<file path="src/rtl/contador_estacionamiento.sv">
// Parking-lot occupancy counter: decodes the two-barrier sensor sequence
// into entry/exit events and keeps a saturating vehicle count.
module contador_estacionamiento #(
  parameter int CAPACIDAD = 15,
  parameter int ANCHO     = 4
) (
  input  logic             clk,
  input  logic             reset,
  input  logic             sen_a,
  input  logic             sen_b,
  output logic             entrada,
  output logic             salida,
  output logic             error,
  output logic [ANCHO-1:0] ocupacion,
  output logic             lleno,
  output logic             vacio
);

  localparam logic [ANCHO-1:0] CAP  = ANCHO'(CAPACIDAD);
  localparam logic [ANCHO-1:0] CERO = '0;
  localparam logic [ANCHO-1:0] UNO  = {{(ANCHO-1){1'b0}}, 1'b1};

  typedef enum logic [2:0] {
    LIBRE  = 3'd0,
    ENT_A  = 3'd1,
    ENT_AB = 3'd2,
    ENT_B  = 3'd3,
    SAL_B  = 3'd4,
    SAL_BA = 3'd5,
    SAL_A  = 3'd6,
    ESPERA = 3'd7
  } estado_t;

  estado_t          estado_reg, estado_next;
  logic             evento_ent, evento_sal, error_sec;
  logic [ANCHO-1:0] ocupacion_next;
  logic             entrada_next, salida_next, error_next;
  logic [1:0]       ab;

  assign ab = {sen_a, sen_b};

  always_comb begin
    estado_next = estado_reg;
    evento_ent  = 1'b0;
    evento_sal  = 1'b0;
    error_sec   = 1'b0;
    case (estado_reg)
      LIBRE: begin
        case (ab)
          2'b10:   estado_next = ENT_A;
          2'b01:   estado_next = SAL_B;
          2'b11: begin estado_next = ESPERA; error_sec = 1'b1; end
          default: estado_next = LIBRE;
        endcase
      end
      ENT_A: begin
        case (ab)
          2'b10:   estado_next = ENT_A;
          2'b11:   estado_next = ENT_AB;
          2'b00:   estado_next = LIBRE;
          default: begin estado_next = ESPERA; error_sec = 1'b1; end
        endcase
      end
      ENT_AB: begin
        case (ab)
          2'b11:   estado_next = ENT_AB;
          2'b01:   estado_next = ENT_B;
          2'b10:   estado_next = ENT_A;
          default: begin estado_next = ESPERA; error_sec = 1'b1; end
        endcase
      end
      ENT_B: begin
        case (ab)
          2'b01:   estado_next = ENT_B;
          2'b11:   estado_next = ENT_AB;
          2'b00: begin estado_next = LIBRE; evento_ent = 1'b1; end
          default: begin estado_next = ESPERA; error_sec = 1'b1; end
        endcase
      end
      SAL_B: begin
        case (ab)
          2'b01:   estado_next = SAL_B;
          2'b11:   estado_next = SAL_BA;
          2'b00:   estado_next = LIBRE;
          default: begin estado_next = ESPERA; error_sec = 1'b1; end
        endcase
      end
      SAL_BA: begin
        case (ab)
          2'b11:   estado_next = SAL_BA;
          2'b10:   estado_next = SAL_A;
          2'b01:   estado_next = SAL_B;
          default: begin estado_next = ESPERA; error_sec = 1'b1; end
        endcase
      end
      SAL_A: begin
        case (ab)
          2'b10:   estado_next = SAL_A;
          2'b11:   estado_next = SAL_BA;
          2'b00: begin estado_next = LIBRE; evento_sal = 1'b1; end
          default: begin estado_next = ESPERA; error_sec = 1'b1; end
        endcase
      end
      ESPERA: begin
        if (ab == 2'b00) estado_next = LIBRE;
      end
      default: estado_next = LIBRE;
    endcase
  end

  // Events only fire on a return to LIBRE, so they are mutually exclusive
  // with sequence errors; a count violation turns the event into an error.
  always_comb begin
    ocupacion_next = ocupacion;
    entrada_next   = 1'b0;
    salida_next    = 1'b0;
    error_next     = error_sec;
    if (evento_ent) begin
      if (ocupacion < CAP) begin
        ocupacion_next = ocupacion + UNO;
        entrada_next   = 1'b1;
      end else begin
        error_next = 1'b1;
      end
    end else if (evento_sal) begin
      if (ocupacion > CERO) begin
        ocupacion_next = ocupacion - UNO;
        salida_next    = 1'b1;
      end else begin
        error_next = 1'b1;
      end
    end
  end

  always_ff @(posedge clk or negedge reset) begin
    if (!reset) begin
      estado_reg <= LIBRE;
      ocupacion  <= '0;
      entrada    <= 1'b0;
      salida     <= 1'b0;
      error      <= 1'b0;
    end else begin
      estado_reg <= estado_next;
      ocupacion  <= ocupacion_next;
      entrada    <= entrada_next;
      salida     <= salida_next;
      error      <= error_next;
    end
  end

  assign lleno = (ocupacion == CAP);
  assign vacio = (ocupacion == CERO);

endmodule

</file>
<file path="config.mk">
export PLATFORM = sky130hd
export DESIGN_NAME = contador_estacionamiento
export DESIGN_NICKNAME = d
export VERILOG_FILES = /design/src/rtl/contador_estacionamiento.sv
export SDC_FILE = /design/constraint.sdc
export NUM_CORES = 1
export LEC_CHECK = 0
export ABC_AREA = 0
export BUFFER_PORTS_ARGS = -buffer_cell sky130_fd_sc_hd__buf_2
export CAP_MARGIN = 30
export CORE_MARGIN = 2
export CORE_UTILIZATION = 59
export DETAILED_ROUTE_END_ITERATION = 7
export PLACE_DENSITY = 0.8
export SETUP_SLACK_MARGIN = 0.4
export SYNTH_ARGS = -nofsm -noshare
export SYNTH_HDL_FRONTEND = slang
export SYNTH_SLANG_ARGS = --single-unit
export TNS_END_PERCENT = 20
</file>
<file path="constraint.sdc">
create_clock -name clk -period 3.96 [get_ports clk]
set_input_delay 0.792 -clock clk [delete_from_list [all_inputs] [get_ports clk]]
set_output_delay 0.792 -clock clk [all_outputs]
set_load 0.005 [all_outputs]
</file>
==> results of run 1 <==
==> layout make-up <==
cell class                 count  area [µm²]  area share
sequential                    10         250       0.261
clock buffer                   3        22.5      0.0235
multi-input combinational     70         578       0.604
tap                           16        20.0      0.0209
inverter                       7        26.3      0.0275
timing repair buffer          12        60.1      0.0627
==> metrics by stage <==
stage | hold WS (ns) | worst slack (ns) | cell area [µm²] | instances
floorplan | 0.496 | 1.70 | 892 | 92
global placement | 0.554 | 1.49 | 935 | 115
detailed placement | 0.579 | 1.40 | 935 | 115
CTS | 0.379 | 1.68 | 957 | 118
global route | 0.387 | 1.53 | 957 | 118
finish | 0.376 | 1.68 | 957 | 118
==> per-layer routing <==
metal,global-route usage,vias to the layer above
li1,-,354
met1,0.286,346
met2,0.361,18
met3,0.0511,2
met4,0.0375,0
met5,0,-
==> worst reg2reg max path, delay by kind of cell, from the launching register on <==
kind,cells,cell delay [ns]
DFF,1,0.76
and+or+nand+nor,2,0.47
adders and majority gates,1,0.40
AOI/OAI and AO/OA,2,0.23
xor gates and xnor gates,1,0.12
==> power by group through the flow <==
stage,combinational [mW],clock [mW],sequential (mW)
final,0.332,0.0707,0.275
after CTS,0.334,0.0735,0.273
after detailed placement,0.331,0,0.276
after floorplan,0.342,0,0.203
after global routing,0.370,0.0768,0.289
after global placement,0.318,0,0.271
==> final timing paths <==
check	start	endpoint	slack [ns]	depth (start not counted)
max	sen_b	ocupacion[3]$_DFFE_PN0P_	1.68	9
min	reset	estado_reg[0]$_DFFE_PN0P_	0.38	1
max reg2reg	estado_reg[0]$_DFFE_PN0P_	ocupacion[3]$_DFFE_PN0P_	1.92	6
min reg2reg	ocupacion[3]$_DFFE_PN0P_	ocupacion[3]$_DFFE_PN0P_	0.58	1
max in group asynchronous	reset	estado_reg[2]$_DFFE_PN0P_	3.38	1
min in group clk	ocupacion[3]$_DFFE_PN0P_	ocupacion[3]$_DFFE_PN0P_	0.58	1
==> layout by cell type (no fill, tap or decap), types with 2 or more instances in the layout <==
master	instances
dfrtp_1	10
ha_1	9
o21ai_0	3
xnor2_1	2
nor3_1	3
a21oi_1	4
o22ai_1	2
xor2_1	2
o211ai_1	3
nand2_1	5
buf_2	12
clkbuf_4	3
mux2_4	2
inv_1	6
nand3_1	2
mux2i_1	3
nor2_1	7
nor2b_1	2
==> kinds of logic after synthesis <==
logic type	Yosys count	share of synthesized area
buffers and inverters	12	0.0715
DFF	10	0.281
xor gates and xnor gates	4	0.0393
and+or+nand+nor	28	0.205
muxes	5	0.0673
AOI/OAI and AO/OA	24	0.210
adders and majority gates	9	0.126
==> flow_summary.yaml, run 1 <==
yosys:
  yosys-top-cells-count: "10 x dfrtp_1, 9 x ha_1, 7 x nor2_1"
  synth_ff_type: "dfrtp_1"
  synth-edff-count: 0
  ys_ff_latch: 10
  synth.distinct_cells: 40
  syn_avg_cell_area_um2: 9.70
  yosysTopAreaCellShare: 0.281
  async_reset_ff_frac: 1.00
  syn_nets: 105
  synth_area_um2: 892
  synth.area.top_cells: "dfrtp_1 28%, ha_1 13%, mux2i_1 3.4%"
  syn_inst: 92
  synth.most_common_cell: "dfrtp_1"
  yosys_warnings: 0
  yosysTopAreaCell: "dfrtp_1"
  yosysSeqAreaShare: 0.281
cts:
  ctsRootBufferMaster: "clkbuf_4"
  clock_sinks: 10
  path_clk_slew_ns: 0.07
  numCtsBuffers: 3
  cts_resized: 0
  clk_latency_ns: 0.26
  cts_tree: "built"
  cts_hold_repair.buffers: 0
  clock_path_buffers: 2
  h-tree-depth: 1
  postCtsSetupRepairBufs: 0
detailed_routing:
  drt-pass1-iter-count: 4
  top_layer: "met4"
  wl_met2_um: 855
  postRouteAntennaNets: 0
  remaining_drc_errors: 0
  vias_per_cell: 6.10
  wl_per_cell_um: 15.2
  drt_iter0_drc: 14
  met1Wirelength_um: 859
  met3WireLength_um: 78
  via_count: 720
  wl_mm: 1.80
power:
  switchingPower_mw: 0.314
  p_int_mw: 0.364
  combPwrFrac: 0.490
  switching_share: 0.463
  pwr-share-seq: 0.406
  power.total_mw: 0.679
  power_frac_clock: 0.104
  vdd_drop_max_mv: 0.443
  p_leak_nw: 0.460
  power_density_nw_per_um2: 709
worst_setup_path:
  worstPathArrival_ns: 2.47
  max_stage_delay_ns: 0.40
  critPathKind: "in -> reg"
  cp-end-kind: "flop"
  slowest_stage: "ha_1"
  cp_common_cell: "ha_1"
  start_kind: "input pin"
  critPathTopFamily: "adder cells"
  path_cells: "buf_2, inv_1, ha_1, nand4b_4, ha_1, o21ai_0, and3b_1, o21ai_2, xnor2_1"
  worst-path-buf-inv: 2
  worstPathRequired_ns: 4.15
  crit_path_max_fanout: 7
layout:
  largest_reg_flops: 4
  nets: 117
  drive_gt1_frac: 0.245
  fin_util: 0.658
  antenna_cells: 0
  area_growth_pct: 7.29
  fill_cells: 135
grt:
  grt_max_degree: 22
  grt_pass1_vias: 693
  overflow: 0
  antenna_found_initial: 0
  track_usage: 0.216
  grt_pass1_wl_mm: 3.03
outcome:
  status: "complete, no violations"
timing:
  hold_viol: 0
  period_share: 0.575
  rsz0062_at_grt: "no"
  fin_crit_ns: 2.28
  fmax_mhz: 439
  finalSetupTns_ns: 0
  relSlewSlack: 0.569
  worst_pin_slew_ns: 0.647
  final_max_slew_viol_count: 0
  setup_viol_count_final: 0
  skew_ns: 0.00584
placed_design:
  gp_congestion: 0.765
  dp_hpwl_mm: 1.35
  io_buffer_count: 12
floorplan:
  ioPinCount: 13
  dieWidth_um: 42.9
  num_rows: 14
  core_area_um2: 1450
  die_h_um: 42.9
  initial_core_util: 0.614
  die-area_um2: 1840
run:
  cap_violations: 0
min_path:
  hp-class: "in -> async"
No activity file was read; power rests on OpenSTA's default activity.
==> run 2: changes to the inputs <==
Settings changed: ABC_AREA 0 to 1, CORE_UTILIZATION 59 to 49, PLACE_DENSITY 0.8 to 0.71.
Clock period 3.96 ns to 1.9 ns, I/O delays scaled along.
==> flow_summary.yaml, run 2 <==
power:
  power_density_nw_per_um2: 1360
  p_leak_nw: 0.660
  vdd_drop_max_mv: 0.841
  power.total_mw: 1.58
cts:
  clock_path_buffers: 2
  clk_latency_ns: 0.26
  clock_sinks: 10
  cts_tree: "built"
  ctsRootBufferMaster: "clkbuf_4"
  path_clk_slew_ns: 0.06
  h-tree-depth: 1
  numCtsBuffers: 3
yosys:
  synth.distinct_cells: 19
  syn_inst: 123
  synth.most_common_cell: "nand2_1"
  yosys.area_share.simple: 0.340
  ys_ff_latch: 10
  yosys_warnings: 0
  synth_area_um2: 842
  yosysSeqAreaShare: 0.297
  synth.area.top_cells: "dfrtp_1 30%, ha_1 13%, nand2_1 12%"
  synth_top_family_by_area: "simple AND/OR/NAND/NOR gates"
  synthAdderAreaFrac: 0.134
  syn_avg_cell_area_um2: 6.85
  yosys-top-cells-count: "27 x nand2_1, 26 x inv_1, 12 x nand3_1"
  yosysTopAreaCell: "dfrtp_1"
  yosysTopAreaCellShare: 0.297
  synth-edff-count: 0
  synth-xor-area-share: 0.0208
  synth_compound_area_frac: 0.0921
  async_reset_ff_frac: 1.00
  yosys-mux-area-fraction: 0
  synth_ff_type: "dfrtp_1"
  syn_nets: 136
detailed_routing:
  postRouteAntennaNets: 0
  drt-pass1-iter-count: 4
  wl_mm: 2.26
  via_count: 942
  drt_iter0_drc: 55
  vias_per_cell: 5.48
  wl_per_cell_um: 13.1
  remaining_drc_errors: 0
floorplan:
  core_area_um2: 1560
  dieWidth_um: 45.5
  die_h_um: 45.5
  num_rows: 14
  ioPinCount: 13
  die-area_um2: 2070
  initial_core_util: 0.540
layout:
  most-common-layout-cells: "26 x nand2_1, 23 x inv_1, 18 x buf_4"
  area_growth_pct: 37.7
  drive_gt1_frac: 0.333
  layout.cells.non_filler: 172
  antenna_cells: 0
  layout_commonest_cell: "nand2_1"
  nets: 171
  largest_reg_flops: 4
worst_setup_path:
  r2r_slack_ns: 0.32
  path_cells: "inv_4, nand4_4, ha_4, nand2_2, nand3b_1, nand2_1, nand2_1, nand3_1, nand2_1"
  critPathKind: "reg -> reg"
  critPathTopFamily: "simple AND/OR/NAND/NOR gates"
  cp-end-kind: "flop"
  worst-path-buf-inv: 1
  start_kind: "flop"
  reg2reg_to: "ocupacion[3]$_DFFE_PN0P_"
  crit_cells: 9
  max_stage_delay_ns: 0.45
  cp_common_cell: "nand2_1"
  worstPathArrival_ns: 1.73
  r2r_start: "estado_reg[2]$_DFFE_PN0P_"
  worstPathRequired_ns: 2.05
  crit_path_max_fanout: 5
  worstRegToRegCells: 9
  slowest_stage: "dfrtp_2"
grt:
  antenna_found_initial: 0
  grt_pass1_vias: 836
  track_usage: 0.237
  grt_pass1_wl_mm: 3.57
  overflow: 0
  grt_max_degree: 11
placed_design:
  io_buffer_count: 12
  dp_cells: 153
  dp_hpwl_mm: 1.45
  gp_congestion: 0.916
run:
  cap_violations: 0
timing:
  skew_ns: 0.00701
  worst_pin_slew_ns: 0.302
  final_max_slew_viol_count: 0
  period_share: 0.829
  rsz0062_at_grt: "yes"
  hold_viol: 0
  fmax_mhz: 635
  setup_viol_count_final: 0
  relSlewSlack: 0.798
  finalSetupTns_ns: 0
  fin_crit_ns: 1.58
outcome:
  status: "complete, no violations"
min_path:
  hp-class: "in -> async"
run 2: final cells by class:
cell class | count | area [µm²]
inverter | 26 | 104
fill | 124 | 399
timing repair buffer | 30 | 200
sequential | 10 | 256
tap | 16 | 20.0
clock buffer | 3 | 22.5
multi-input combinational | 87 | 557
run 2: what timing repair did:
action / in CTS / in global routing
endpoints found under the hold margin: 10 / 0
resized for setup: 13 / 2
setup buffers: 10 / 5
setup endpoints to repair: 5 / 6
pin swaps: 5 / 4
hold buffers: 1 / 0
run 2: layer usage:
layer  GRT usage  vias to the layer above  wire, µm
li1            -                      460         -
met1       0.318                      420       962
met2       0.369                       58      1070
met3      0.0595                        4       200
met4      0.0824                        0        23
met5           0                        -         0
run 2: report_power, final:
part           internal, mW  switching, mW
combinational         0.457          0.544
sequential            0.312          0.128
clock                0.0729         0.0667
total                 0.842          0.739
run 2: how the worst max path moves through the flow:
stage / from / endpoint / slack, ns
floorplan: sen_b / ocupacion[3]$_DFFE_PN0P_ / 0.32
global placement: sen_b / ocupacion[2]$_DFFE_PN0P_ / 0.04
detailed placement: sen_b / ocupacion[2]$_DFFE_PN0P_ / 0.007
CTS: sen_a / ocupacion[3]$_DFFE_PN0P_ / 0.39
global route: estado_reg[2]$_DFFE_PN0P_ / ocupacion[3]$_DFFE_PN0P_ / 0.25
finish: estado_reg[2]$_DFFE_PN0P_ / ocupacion[3]$_DFFE_PN0P_ / 0.32
run 2: cell families (layout without fill, tap and decap cells):
group | after synthesis | after routing
DFF | 10 | 10
adders and majority gates | 9 | 9
xor gates and xnor gates | 2 | 2
buffers and inverters | 26 | 59
and+or+nand+nor | 62 | 62
AOI/OAI and AO/OA | 14 | 14
run 2: metrics by stage:
step	setup slack, ns	utilization	cell area (µm²)	hold WS [ns]
6_report	0.324	0.744	1160	0.500
4_1_cts	0.394	0.717	1120	0.500
2_1_floorplan	0.324	-	880	0.0844
5_1_grt	0.247	0.744	1160	0.498
3_3_place_gp	0.0431	0.625	975	0.242
3_5_place_dp	0.00667	0.625	975	0.246
==> run 3: changes to the inputs <==
Clock period 1.9 ns to 1.3 ns, I/O delays scaled along.
==> flow_summary.yaml, run 3 (synthesis gave the netlist of run 2 again) <==
floorplan:
  core_area_um2: 1560
  num_rows: 14
  die-area_um2: 2070
  dieWidth_um: 45.5
  ioPinCount: 13
  die_h_um: 45.5
  initial_core_util: 0.540
cts:
  h-tree-depth: 1
  clock_path_buffers: 2
  ctsRootBufferMaster: "clkbuf_4"
  clock_sinks: 10
  clk_latency_ns: 0.27
  numCtsBuffers: 3
  path_clk_slew_ns: 0.06
  cts_tree: "built"
timing:
  fin_crit_ns: 1.52
  skew_ns: 0.000666
  hold_viol: 0
  setup_ws_ns: -0.222
  setup_viol_count_final: 10
  rsz0062_at_grt: "yes"
  worst_pin_slew_ns: 0.233
  fmax_mhz: 657
  period_share: 1.17
  relSlewSlack: 0.844
  final_max_slew_viol_count: 0
worst_setup_path:
  worstPathRequired_ns: 1.45
  r2r_start: "estado_reg[0]$_DFFE_PN0P_"
  slowest_stage: "dfrtp_2"
  startpoint: "estado_reg[0]$_DFFE_PN0P_"
  start_kind: "flop"
  worst-path-buf-inv: 1
  cp-end-kind: "flop"
  r2r_slack_ns: -0.22
  worstPathArrival_ns: 1.67
  critPathTopFamily: "flip-flops"
  crit_path_max_fanout: 3
  max_stage_delay_ns: 0.44
  path_cells: "nand2_4, nor2_4, nand3_2, nand2_2, inv_1, ha_2, a21oi_2, xor2_1, a21oi_1"
  critPathKind: "reg -> reg"
layout:
  layout_commonest_cell: "inv_1"
  most-common-layout-cells: "23 x inv_1, 22 x nand2_1, 21 x buf_4"
  layout.cells.non_filler: 181
  antenna_cells: 0
  multi_input_area_um2: 604
  largest_reg_flops: 4
  nets: 179
  fill_cells: 106
  area_growth_pct: 53.5
  drive_gt1_frac: 0.442
  seq_area_um2: 255
placed_design:
  dp_cells: 172
  place_ws_ns: -0.394
  dp_hpwl_mm: 1.73
  gp_congestion: 0.997
  io_buffer_count: 12
outcome:
  violations: "negative setup slack"
  status: "finished, violations left"
grt:
  grt_pass1_wl_mm: 3.88
  grt_pass1_vias: 973
  met1_usage: 0.311
  antenna_found_initial: 0
  top_usage_layer: "met2"
  grt_max_degree: 11
  track_usage: 0.266
  globalRouteMet3Util: 0.0595
  overflow: 0
  grt_use_met2: 0.465
min_path:
  hp-class: "in -> async"
detailed_routing:
  wl_mm: 2.41
  drt_iter0_drc: 46
  postRouteAntennaNets: 0
  via_count: 974
  remaining_drc_errors: 0
  wl_per_cell_um: 13.3
  vias_per_cell: 5.38
  drt-pass1-iter-count: 4
power:
  power.total_mw: 2.56
  p_leak_nw: 0.709
  vdd_drop_max_mv: 1.17
  power_density_nw_per_um2: 1980
run:
  cap_violations: 0
[run 3: cell types whose count changed in the layout (fill, tap and decap cells not counted), sizes merged]
cell	change
buf	+8
clkbuf	+1
[run 3: worst paths after layout]
kind | endpoint | cells after the start
worst max-delay path | ocupacion[2]$_DFFE_PN0P_ | 9
worst min-delay path | ocupacion[3]$_DFFE_PN0P_ | 2
worst max register to register | ocupacion[2]$_DFFE_PN0P_ | 9
worst min register to register | ocupacion[0]$_DFFE_PN0P_ | 1
max in group asynchronous | estado_reg[0]$_DFFE_PN0P_ | 2
min in group clk | estado_reg[0]$_DFFE_PN0P_ | 5
[run 3: worst register-to-register path, stage by stage (launching register included)]
cell and delay (ns):
dfrtp_2 0.44, nand2_4 0.08, nor2_4 0.11, nand3_2 0.11, nand2_2 0.07, inv_1 0.04
ha_2 0.16, a21oi_2 0.12, xor2_1 0.18, a21oi_1 0.09
[run 3: final cells by class]
| type | instances | area share |
|---|---|---|
| Clock buffer | 4 | 0.0281 |
| Inverter | 26 | 0.0803 |
| Multi-Input combinational cell | 87 | 0.468 |
| Sequential cell | 10 | 0.197 |
| Tap cell | 16 | 0.0155 |
| Timing Repair Buffer | 38 | 0.211 |
[run 3: power breakdown]
| part | internal, mW | leakage (nW) | total [mW] | switching, mW |
|---|---|---|---|---|
| Clock | 0.170 | 0.0210 | 0.281 | 0.111 |
| Combinational | 0.793 | 0.567 | 1.63 | 0.836 |
| Sequential | 0.454 | 0.121 | 0.650 | 0.197 |
[run 3: repair_timing]
action	in CTS	in global routing
hold buffers	1	0
endpoints found under the hold margin	10	0
setup endpoints to repair	19	19
buffers inserted	3	1
pin swaps	12	8
gates resized for setup	10	15
[run 3: per-layer routing]
layer	vias up	part of all wire
li1	478	-
met1	446	0.43
met2	40	0.48
met3	10	0.056
met4	0	0.034
met5	-	0
[run 3: stage by stage]
step                      instance area (µm²)  hold WS [ns]  TNS [ns]  utilization
after floorplan                           891       -0.0356    -0.386            -
after global placement                   1130         0.131     -1.14        0.724
after detailed placement                 1130         0.135     -1.46        0.724
after CTS                                1230         0.375    -0.874        0.791
after global routing                     1290         0.405     -1.54        0.829
final                                    1290         0.377    -0.917        0.829
